[src/rtl/alarm_buzzer_pkg.sv]
// Constants shared by the timer, display and buzzer blocks so they agree on
// state encodings and the system clock frequency.
package alarm_buzzer_pkg;

  localparam int DEFAULT_CLK_HZ = 50_000_000;

  typedef enum logic [1:0] {
    IDLE = 2'd0,
    ON   = 2'd1,
    GAP  = 2'd2
  } buzz_state_t;

  // Counter width able to hold 0..n-1, never narrower than one bit.
  function automatic int cnt_width(input int n);
    return (n <= 2) ? 1 : $clog2(n);
  endfunction

endpackage

[src/rtl/alarm_buzzer_tone_gen.sv]
// Square-wave divider: wave toggles every HALF enabled clk cycles and is held
// at 0 while cleared or disabled.
module tone_gen
  import alarm_buzzer_pkg::*;
#(
  parameter int HALF = 5
) (
  input  logic clk,
  input  logic rst,
  input  logic en,
  input  logic clr,
  output logic wave
);

  localparam int CNT_W = cnt_width(HALF);

  logic [CNT_W-1:0] cnt;
  logic             phase;

  always_ff @(posedge clk) begin
    if (rst || clr || !en) begin
      cnt   <= '0;
      phase <= 1'b0;
    end else if (cnt == CNT_W'(HALF - 1)) begin
      cnt   <= '0;
      phase <= ~phase;
    end else begin
      cnt <= cnt + CNT_W'(1);
    end
  end

  assign wave = phase;

endmodule

[src/rtl/alarm_buzzer.sv]
// Plays BEEP_COUNT tone bursts on each genuine rising edge of flag_done;
// silence or flag_done falling aborts the pattern at once.
module alarm_buzzer
  import alarm_buzzer_pkg::*;
#(
  parameter int CLK_HZ     = DEFAULT_CLK_HZ,
  parameter int TONE_HZ    = 2000,
  parameter int BEEP_MS    = 200,
  parameter int GAP_MS     = 200,
  parameter int BEEP_COUNT = 5
) (
  input  logic clk,
  input  logic rst,
  input  logic tick_1khz,
  input  logic flag_done,
  input  logic silence,
  output logic buzzer,
  output logic active
);

  localparam int HALF   = CLK_HZ / (2 * TONE_HZ);
  localparam int MS_MAX = (BEEP_MS > GAP_MS) ? BEEP_MS : GAP_MS;
  localparam int MS_W   = cnt_width(MS_MAX);
  localparam int BEEP_W = $clog2(BEEP_COUNT) + 1;

  buzz_state_t       state, state_next;
  logic [MS_W-1:0]   ms_cnt, ms_next;
  logic [BEEP_W-1:0] beep_cnt, beep_next;
  logic              flag_prev;
  logic              rise;
  logic              tone_en, tone_clr, tone_wave;

  assign rise     = flag_done & ~flag_prev;
  assign tone_en  = (state == ON);
  assign tone_clr = (state_next == ON) && (state != ON);

  tone_gen #(
    .HALF(HALF)
  ) u_tone (
    .clk (clk),
    .rst (rst),
    .en  (tone_en),
    .clr (tone_clr),
    .wave(tone_wave)
  );

  always_ff @(posedge clk) begin
    if (rst) begin
      state     <= IDLE;
      ms_cnt    <= '0;
      beep_cnt  <= '0;
      flag_prev <= 1'b1;
      buzzer    <= 1'b0;
      active    <= 1'b0;
    end else begin
      state     <= state_next;
      ms_cnt    <= ms_next;
      beep_cnt  <= beep_next;
      flag_prev <= flag_done;
      buzzer    <= (state_next == ON) & tone_wave;
      active    <= (state_next != IDLE);
    end
  end

  // Abort takes priority over pattern timing in both ON and GAP.
  always_comb begin
    state_next = state;
    ms_next    = ms_cnt;
    beep_next  = beep_cnt;
    case (state)
      IDLE: begin
        if (rise && !silence) begin
          state_next = ON;
          ms_next    = '0;
          beep_next  = '0;
        end
      end
      ON: begin
        if (silence || !flag_done) begin
          state_next = IDLE;
          ms_next    = '0;
        end else if (tick_1khz) begin
          if (ms_cnt == MS_W'(BEEP_MS - 1)) begin
            ms_next = '0;
            if (beep_cnt == BEEP_W'(BEEP_COUNT - 1)) begin
              state_next = IDLE;
            end else begin
              beep_next  = beep_cnt + BEEP_W'(1);
              state_next = GAP;
            end
          end else begin
            ms_next = ms_cnt + MS_W'(1);
          end
        end
      end
      GAP: begin
        if (silence || !flag_done) begin
          state_next = IDLE;
          ms_next    = '0;
        end else if (tick_1khz) begin
          if (ms_cnt == MS_W'(GAP_MS - 1)) begin
            ms_next    = '0;
            state_next = ON;
          end else begin
            ms_next = ms_cnt + MS_W'(1);
          end
        end
      end
      default: begin
        state_next = IDLE;
        ms_next    = '0;
        beep_next  = '0;
      end
    endcase
  end

endmodule

[config.mk]
export PLATFORM = sky130hd
export DESIGN_NAME = alarm_buzzer
export DESIGN_NICKNAME = d
export VERILOG_FILES = /design/src/rtl/alarm_buzzer_pkg.sv /design/src/rtl/alarm_buzzer_tone_gen.sv /design/src/rtl/alarm_buzzer.sv
export SDC_FILE = /design/constraint.sdc
export NUM_CORES = 1
export LEC_CHECK = 0
export ABC_CLOCK_PERIOD_IN_PS = 5000
export BUFFER_PORTS_ARGS = -buffer_cell sky130_fd_sc_hd__buf_2
export CAP_MARGIN = 30
export CORE_MARGIN = 2
export CORE_UTILIZATION = 65
export DETAILED_ROUTE_END_ITERATION = 10
export GPL_ROUTABILITY_DRIVEN = 0
export MAX_ROUTING_LAYER = met4
export PLACE_DENSITY_LB_ADDON = 0.05
export SYNTH_ARGS = -nofsm -noshare
export SYNTH_HDL_FRONTEND = slang
export SYNTH_SLANG_ARGS = --single-unit
[constraint.sdc]
create_clock -name clk -period 5 [get_ports clk]
set_input_delay 0 -clock clk [delete_from_list [all_inputs] [get_ports clk]]
set_output_delay 0 -clock clk [all_outputs]
set_load 0.01 [all_outputs]
; ---- After elaboration in Yosys (flattened, before gate mapping)
; Cells that the tools add are included.
[classes]
add_sub_neg = 3
muxes = 20
bitwise_logic = 5
n_eq_ne = 13
n_reduce_logical = 14
[ops]
columns = op, count
row1 = 8-bit two-way mux, 4
row2 = 4-bit two-way mux, 5
row3 = 2-bit two-way mux, 8
row4 = 8-bit case mux with 2 select lines, 1
row5 = 14-bit by 1-bit adder with 14-bit output (second input constant), 1
row6 = 14-bit equality test (second input constant), 1
row7 = 4-bit case mux with 3 select lines, 1
row8 = 2-bit != test (second input constant), 5
row9 = 8-bit by 1-bit adder with 8-bit output (second input constant), 1
row10 = 8-bit equality test (second input constant), 1
row11 = 2-bit case mux with 3 select lines, 1
row12 = 6-bit AND reduction, 1
row13 = 4-bit by 1-bit adder with 4-bit output (second input constant), 1
row14 = 2-bit by 1-bit equality test with 1-bit output (second input constant), 2
row15 = 4-bit by 3-bit equality test with 1-bit output (second input constant), 1
row16 = 2-bit OR reduction, 2
row17 = 1-bit logical NOT, 3
row18 = 1-bit logical OR, 3
row19 = 3-bit by 1-bit != test with 1-bit output (second input constant), 1
row20 = 1-bit NOT, 3
row21 = 1-bit bitwise AND, 2
row22 = 2-bit equality test (second input constant), 1
row23 = 1-bit logical AND, 2
row24 = 2-bit logical NOT, 1
row25 = 3 further kinds, 3
[word_totals]
output_inout_bits = 2
reg_bits = 32
wordCells = 63

; ---- Logic depth before layout (Yosys ltp)
; Gate-level depths: netlist (run 1).
[depth]
word_depth = 11
ltp_mapped = 7

; ---- By module
; Synthesis (run 1) repeated with hierarchy kept, for this count alone.
[unflattened]
cells_unflattened = 200
area_unflattened_um2 = 1764.2
[modules_own_cells]
columns = module, cells_each, n_inst, area_per_inst_um2
row1 = alarm_buzzer, 126, 1, 1101.1
row2 = tone_gen, 74, 1, 663.1

; ---- Worst setup path before layout (run 1)
; No wires, ideal clock.
[synth_path]
kind = register to register
startpoint = register state[0]
endpoint = register ms_cnt[6]
path_slack_ns = 3.122
arrival_time_ns = 1.808
required_ns = 4.930
path_stages_with_launch = 7
synth_period_minus_slack_ns = 1.878
path_cell_list = dfxtp_1 -> inv_1 -> ha_1 -> and4bb_2 -> a21o_4 -> or4_1 -> a21oi_1
[synth_via]
elab_chain_len = 4
[synth_lines]
columns = item, line
row1 = start: declaration, alarm_buzzer.sv:26  ; buzz_state_t state, state_next;
row2 = start signal: assignment, alarm_buzzer.sv:56  ; state <= state_next;
row3 = 2-bit equality test / 2-bit by 1-bit equality test with 1-bit output (equally long branches), alarm_buzzer.sv:70  ; case (state)
row4 = 2-bit OR reduction (no line), --
row5 = 3-bit by 1-bit != test with 1-bit output (no line), --
row6 = 2-bit AND reduction (no line), --
row7 = end signal: assignment, alarm_buzzer.sv:57  ; ms_cnt <= ms_next;
row8 = end: declaration, alarm_buzzer.sv:27  ; logic [MS_W-1:0] ms_cnt, ms_next;
; Parallel ways exist; a longest one is shown, timed or not.
; A chain may end at the register's enable or synchronous reset.

; ---- Worst setup path in the final report (run 1)
[layout_path]
startpoint = register state[0]
endpoint = register ms_cnt[7]
; The elaborated chain is that of the path after synthesis.

==> impl_results.md, run 1 <==
* Count leader, synth: dfxtp_1
* Clock root buffer: clkbuf_4
* Final Non-Filler Cells at 236
* Fin nets at 219
* Outcome: completed
* Worst VDD drop at 238 uV
* Cell taking the most area after synthesis: dfxtp_1
* Setup violators final at 0
* Synthesized area per cell at 8.68 sq um
* Ys async rst share at 0
* Clock transition at the registers of the reported paths at 0.10 ns
* Diodes inserted at 0
* ANT nets after route at 0
* Dpl cells at 228
* Die Height at 55.3 um
* Vias per cell at 6.20
* RSZ-0062 raised after global routing: no
* Initial antenna violation count at 0
* Total die area at 3060 sq um
* Startpoint type of the worst setup path: flip-flop
* Rel. slew slack at 0.542
* Hold Crit Class: in2reg
* Synth warn at 0
* Starting Density at 0.690
* Post-DP HPWL at 2360 um
* Reg2Reg Depth at 6
* Fin crit share at 0.410
* Initial DRC count at 59
* Hold Crit Depth at 2
* Overall via count from detail_route at 1463
* CP Max Fanout at 9
* PD cells at 241 nW/um^2
* Area share of the largest cell type after synthesis at 0.375
* Share of layout cells above drive strength 1 at 0.0922
* DIE WIDTH at 55.3 um
* Synthesized flop and latch total at 32
* Post-cts sizing count at 0
* Synthesized area at 1710 sq um
* Post-Synthesis Cells at 197
* GRT Util Overall at 0.258
* Htree depth at 2
* Setup TNS at 0 ns
* Routed len/inst at 14.4 um
* Worst-Skew Late Latency at 0.33 ns
* Vias in the first global route at 1425
* Largest net degree at the start of global routing at 16
* # IOs at 7
* Post-CTS setup buffers at 0
* # DRC at 0
* Leak at 0.603 nW
* Post-synth EDFFs at 0
* Crit. End Element: flip-flop
* Critical Path AT at 2.32 ns
* Post-synth top cells: dfxtp_1, nor2_1, nand2_1
* Final hold vios at 0
* Top post-synthesis cells by area: dfxtp_1, ha_1, nor2_1, xnor2_1, a21oi_1
* Max-slew violations at 0
* Register area share after synthesis at 0.375
* Largest buffer count on any clock path at 2
* Core area at 2480 sq um
* Max cap viols at 0
* PortBufs at 6
* Row Count at 18
* Syn Nets at 210
* Gr ovfl total at 0
* DRT Wirelength at 3410 um
* Worst clock skew at 0.0103 ns
* Hold buffers post-CTS at 1
* Yosys cell types at 48
* Kind of critical path: reg2reg
* Minimum clock period at 2.05 ns
* Actual slew at the worst max-slew pin at 0.677 ns
* Synthesis-to-layout area growth at 6.73%
* CTS sink count at 32
* Synth Flop Type: dfxtp_1
* First-pass GRT wire length at 6100 um
* Pre-antenna DRT Iters at 4
* CTS Buf Count at 5
* Hold Worst Slack at 0.0227 ns
* CP Data Required Time at 5.27 ns
* Max Fclk at 488 MHz
* CTS tree: done
==> layout by cell type, fill, tap and decap left out, drive strengths merged, types with 2 or more instances in the layout <==
cell     synthesis  routed
nand2           13      13
nor3             5       5
nor4             5       5
and4b            2       2
or4              3       3
nand4            7       7
o31ai            2       2
and2             2       2
nand3           12      12
nor3b            3       3
a211oi           4       4
a21oi           12      12
xnor2            9       9
nand4b           2       2
dfxtp           32      32
a21o             2       2
nor4b            2       2
inv              9       9
and4             2       2
and3             3       3
xor2             6       6
nand3b           5       5
clkbuf           3       7
buf              2       6
nor2            22      22
a2bb2oi          2       2
ha               8       8
==> cell type report <==
type	instances	area, sq um
multi-input cells	151	1010
fillers	191	652
flip-flops and latches	32	641
clock buffers	7	65.1
repair buffers	7	40.0
well taps	30	37.5
inverters	9	33.8
==> registers in the layout, indices dropped and copies added (netlist names) <==
name         flops
active           1
beep_cnt         4
buzzer           1
flag_prev        1
ms_cnt           8
state            2
u_tone.cnt      14
u_tone.wave      1
==> kinds of logic (layout without fill, tap and decap cells) <==
family | after synthesis | after routing | synth area share
mux | 1 | 1 | 0.00585
buf+inv | 14 | 23 | 0.0358
fa+ha+maj | 8 | 8 | 0.0585
simple gates | 96 | 96 | 0.321
xor+xnor | 15 | 15 | 0.0768
compound gates | 31 | 31 | 0.127
flops | 32 | 32 | 0.375
==> stage by stage <==
stage                      util  worst slack, ns  instance area, sq um  total power, mW
final                     0.737             2.95                  1830            0.440
after global routing      0.737             2.84                  1830            0.456
after global placement    0.707             3.04                  1750            0.280
after detailed placement  0.707             2.99                  1750            0.281
after CTS                 0.737             2.95                  1830            0.444
after floorplan               -             3.12                  1710            0.275
==> where the power goes <==
part | switching, mW | total [mW] | leakage (nW) | internal, mW
Combinational | 0.0118 | 0.0188 | 0.307 | 0.00707
Sequential | 0.000765 | 0.257 | 0.258 | 0.256
Clock | 0.0849 | 0.165 | 0.0374 | 0.0797
==> path summary, 6_finish.rpt <==
| kind | startpoint | end | slack, ns |
|---|---|---|---|
| max | state[0]$_SDFF_PP0_ | ms_cnt[7]$_SDFFE_PP0P_ | 2.95 |
| min | rst | beep_cnt[1]$_SDFFE_PP0P_ | 0.02 |
| max reg2reg | state[0]$_SDFF_PP0_ | ms_cnt[7]$_SDFFE_PP0P_ | 2.95 |
| min reg2reg | ms_cnt[1]$_SDFFE_PP0P_ | ms_cnt[1]$_SDFFE_PP0P_ | 0.50 |
==> metal layers <==
metal | wire, um | vias to the layer above | track usage
met5 | 0 | - | -
met4 | 56 | 0 | 0.129
met3 | 118 | 6 | 0.0703
met2 | 1700 | 27 | 0.420
met1 | 1530 | 687 | 0.292
li1 | - | 743 | -
==> critical path, stage by stage (launching register included) <==
cell,delay (ns)
dfxtp_1,0.40
inv_1,0.09
ha_1,0.31
and4bb_2,0.29
a21o_4,0.23
or4_1,0.51
a21oi_1,0.15
(Power assumes the default switching activity.)
==> inputs of run 2 (changes only) <==
--- a/config.mk
+++ b/config.mk
@@ -5,11 +5,11 @@
 export SDC_FILE = /design/constraint.sdc
 export NUM_CORES = 1
 export LEC_CHECK = 0
-export ABC_CLOCK_PERIOD_IN_PS = 5000
+export ABC_CLOCK_PERIOD_IN_PS = 2200
 export BUFFER_PORTS_ARGS = -buffer_cell sky130_fd_sc_hd__buf_2
 export CAP_MARGIN = 30
 export CORE_MARGIN = 2
-export CORE_UTILIZATION = 65
+export CORE_UTILIZATION = 60
 export DETAILED_ROUTE_END_ITERATION = 10
 export GPL_ROUTABILITY_DRIVEN = 0
 export MAX_ROUTING_LAYER = met4
==> constraint.sdc (replaced) <==
create_clock -name clk -period 2.2 [get_ports clk]
set_input_delay 0 -clock clk [delete_from_list [all_inputs] [get_ports clk]]
set_output_delay 0 -clock clk [all_outputs]
set_load 0.01 [all_outputs]
==> run 2 against run 1 <==
Sequential cell count is the same. Die area rose by 7.7%. Non-clock buffer count increased by 2. Clock power grew 110%. Cell count increased by 1.7%. Largest cell class unchanged. Critical endpoint unchanged.
==> impl_results.md, run 2 (same netlist as run 1, synthesis figures left out) <==
* Worst clock skew at 0.00795 ns
* Initial DRC count at 62
* Hold Crit Class: in2reg
* Fin crit share at 0.916
* Max-slew violations at 0
* Kind of critical path: reg2reg
* Crit-path cells: inv_1 > ha_1 > and4bb_2 > a21o_4 > or4_1 > a21oi_1
* CTS Buf Count at 5
* PortBufs at 6
* Most common cell after layout, fill and taps aside: dfxtp_1
* Share of layout cells above drive strength 1 at 0.0957
* Gr ovfl total at 0
* Rel. slew slack at 0.660
* Clock transition at the registers of the reported paths at 0.10 ns
* Top Registers: u_tone.cnt x14, ms_cnt x8, beep_cnt x4
* CTS sink count at 32
* Vias in the first global route at 1407
* GRT Util Overall at 0.239
* Fill cells at 220
* Max cap viols at 0
* Setup violators final at 0
* Total die area at 3290 sq um
* Largest net degree at the start of global routing at 16
* Crit. End Element: flip-flop
* PD cells at 530 nW/um^2
* Pre-antenna DRT Iters at 4
* Largest buffer count on any clock path at 2
* Clk pwr share at 0.357
* Max Fclk at 496 MHz
* RSZ-0062 raised after global routing: no
* Max FFs per register at 14
* Overall via count from detail_route at 1479
* Leak at 0.607 nW
* Logic pwr share at 0.044
* Share of total power in sequential cells at 0.599
* Worst-Skew Late Latency at 0.33 ns
* Critical-path top delay cell: or4_1
* Final Util at 0.671
* # DRC at 0
* Fin nets at 221
* DRT Wirelength at 3380 um
* Outcome: completed
* Worst VDD drop at 541 uV
* Cell-internal power at 0.756 mW
* CTS tree: done
* DIE WIDTH at 57.4 um
* Buf/Inv on CP at 1
* Reg with most FFs: u_tone.cnt
* Setup TNS at 0 ns
* Row Count at 19
* Die Height at 57.4 um
* Diodes inserted at 0
* First-pass GRT wire length at 5950 um
* Top Family by Delay on Critical Path: simple AND/OR/NAND/NOR gates
* Htree depth at 2
* CP Data Required Time at 2.46 ns
* Actual slew at the worst max-slew pin at 0.505 ns
* Switch Pwr at 0.217 mW
* Final hold vios at 0
* Post-cts sizing count at 0
* Post-DP HPWL at 2420 um
* Reg-to-reg slack, setup at 0.18 ns
* Most frequent cells in the layout: dfxtp_1, nor2_1, nand2_1
* Synthesis-to-layout area growth at 7.32%
* Clock root buffer: clkbuf_4
* Starting Density at 0.626
* Switching Share at 0.223
* CP Max Fanout at 9
* Initial antenna violation count at 0
* # IOs at 7
* Startpoint type of the worst setup path: flip-flop
* Core area at 2730 sq um
* ANT nets after route at 0
* Vias per cell at 6.16
* Routed len/inst at 14.1 um
* Critical Path AT at 2.27 ns
* Slowest cell delay on critical path at 0.50 ns
* Minimum clock period at 2.02 ns
[run 2: timing repair]
action / 4_1_cts / 5_1_grt
hold buffers: 1 / 0
setup buffers: 0 / 0
hold endpoints to repair: 1 / 0
[run 2: area by class of cell]
cell class              instances  area [sq um]  share of cell area
inverters                       9          33.8              0.0184
multi-input cells             151          1010               0.549
clock buffers                   8          58.8              0.0320
well taps                      31          38.8              0.0211
repair buffers                  9          55.1              0.0300
flip-flops and latches         32           641               0.349
[run 2: metrics by stage]
step                      setup slack [ns]  area [sq um]  power, mW  cells  hold WS (ns)
after floorplan                      0.322          1710      0.624    197        0.0783
after CTS                            0.192          1840      0.991    240        0.0143
final                                0.185          1840      0.973    240        0.0275
after global placement               0.272          1770      0.637    231         0.279
after global routing                0.0961          1840       1.02    240        0.0292
after detailed placement             0.218          1770      0.638    231         0.290
[run 2: path summary, 6_finish.rpt]
kind                     startpoint                  endpoint  cells after the start
min reg2reg  ms_cnt[1]$_SDFFE_PP0P_    ms_cnt[1]$_SDFFE_PP0P_                      2
max             state[0]$_SDFF_PP0_    ms_cnt[7]$_SDFFE_PP0P_                      6
min                             rst  beep_cnt[0]$_SDFFE_PP0P_                      2
max reg2reg     state[0]$_SDFF_PP0_    ms_cnt[7]$_SDFFE_PP0P_                      6
[run 2: layer usage]
layer / GRT usage / vias to the layer above / part of all wire
met5: - / - / 0
met4: 0.133 / 0 / 0.013
met3: 0.0726 / 6 / 0.044
met2: 0.383 / 35 / 0.50
met1: 0.264 / 690 / 0.45
li1: - / 748 / -
[run 2: power groups by stage]
stage               registers (mW)  clock network [mW]  logic, mW
finish                       0.583               0.347     0.0427
global route                 0.584               0.391     0.0482
CTS                          0.583               0.365     0.0425
detailed placement           0.597                   0     0.0410
global placement             0.597                   0     0.0401
floorplan                    0.597                   0     0.0276
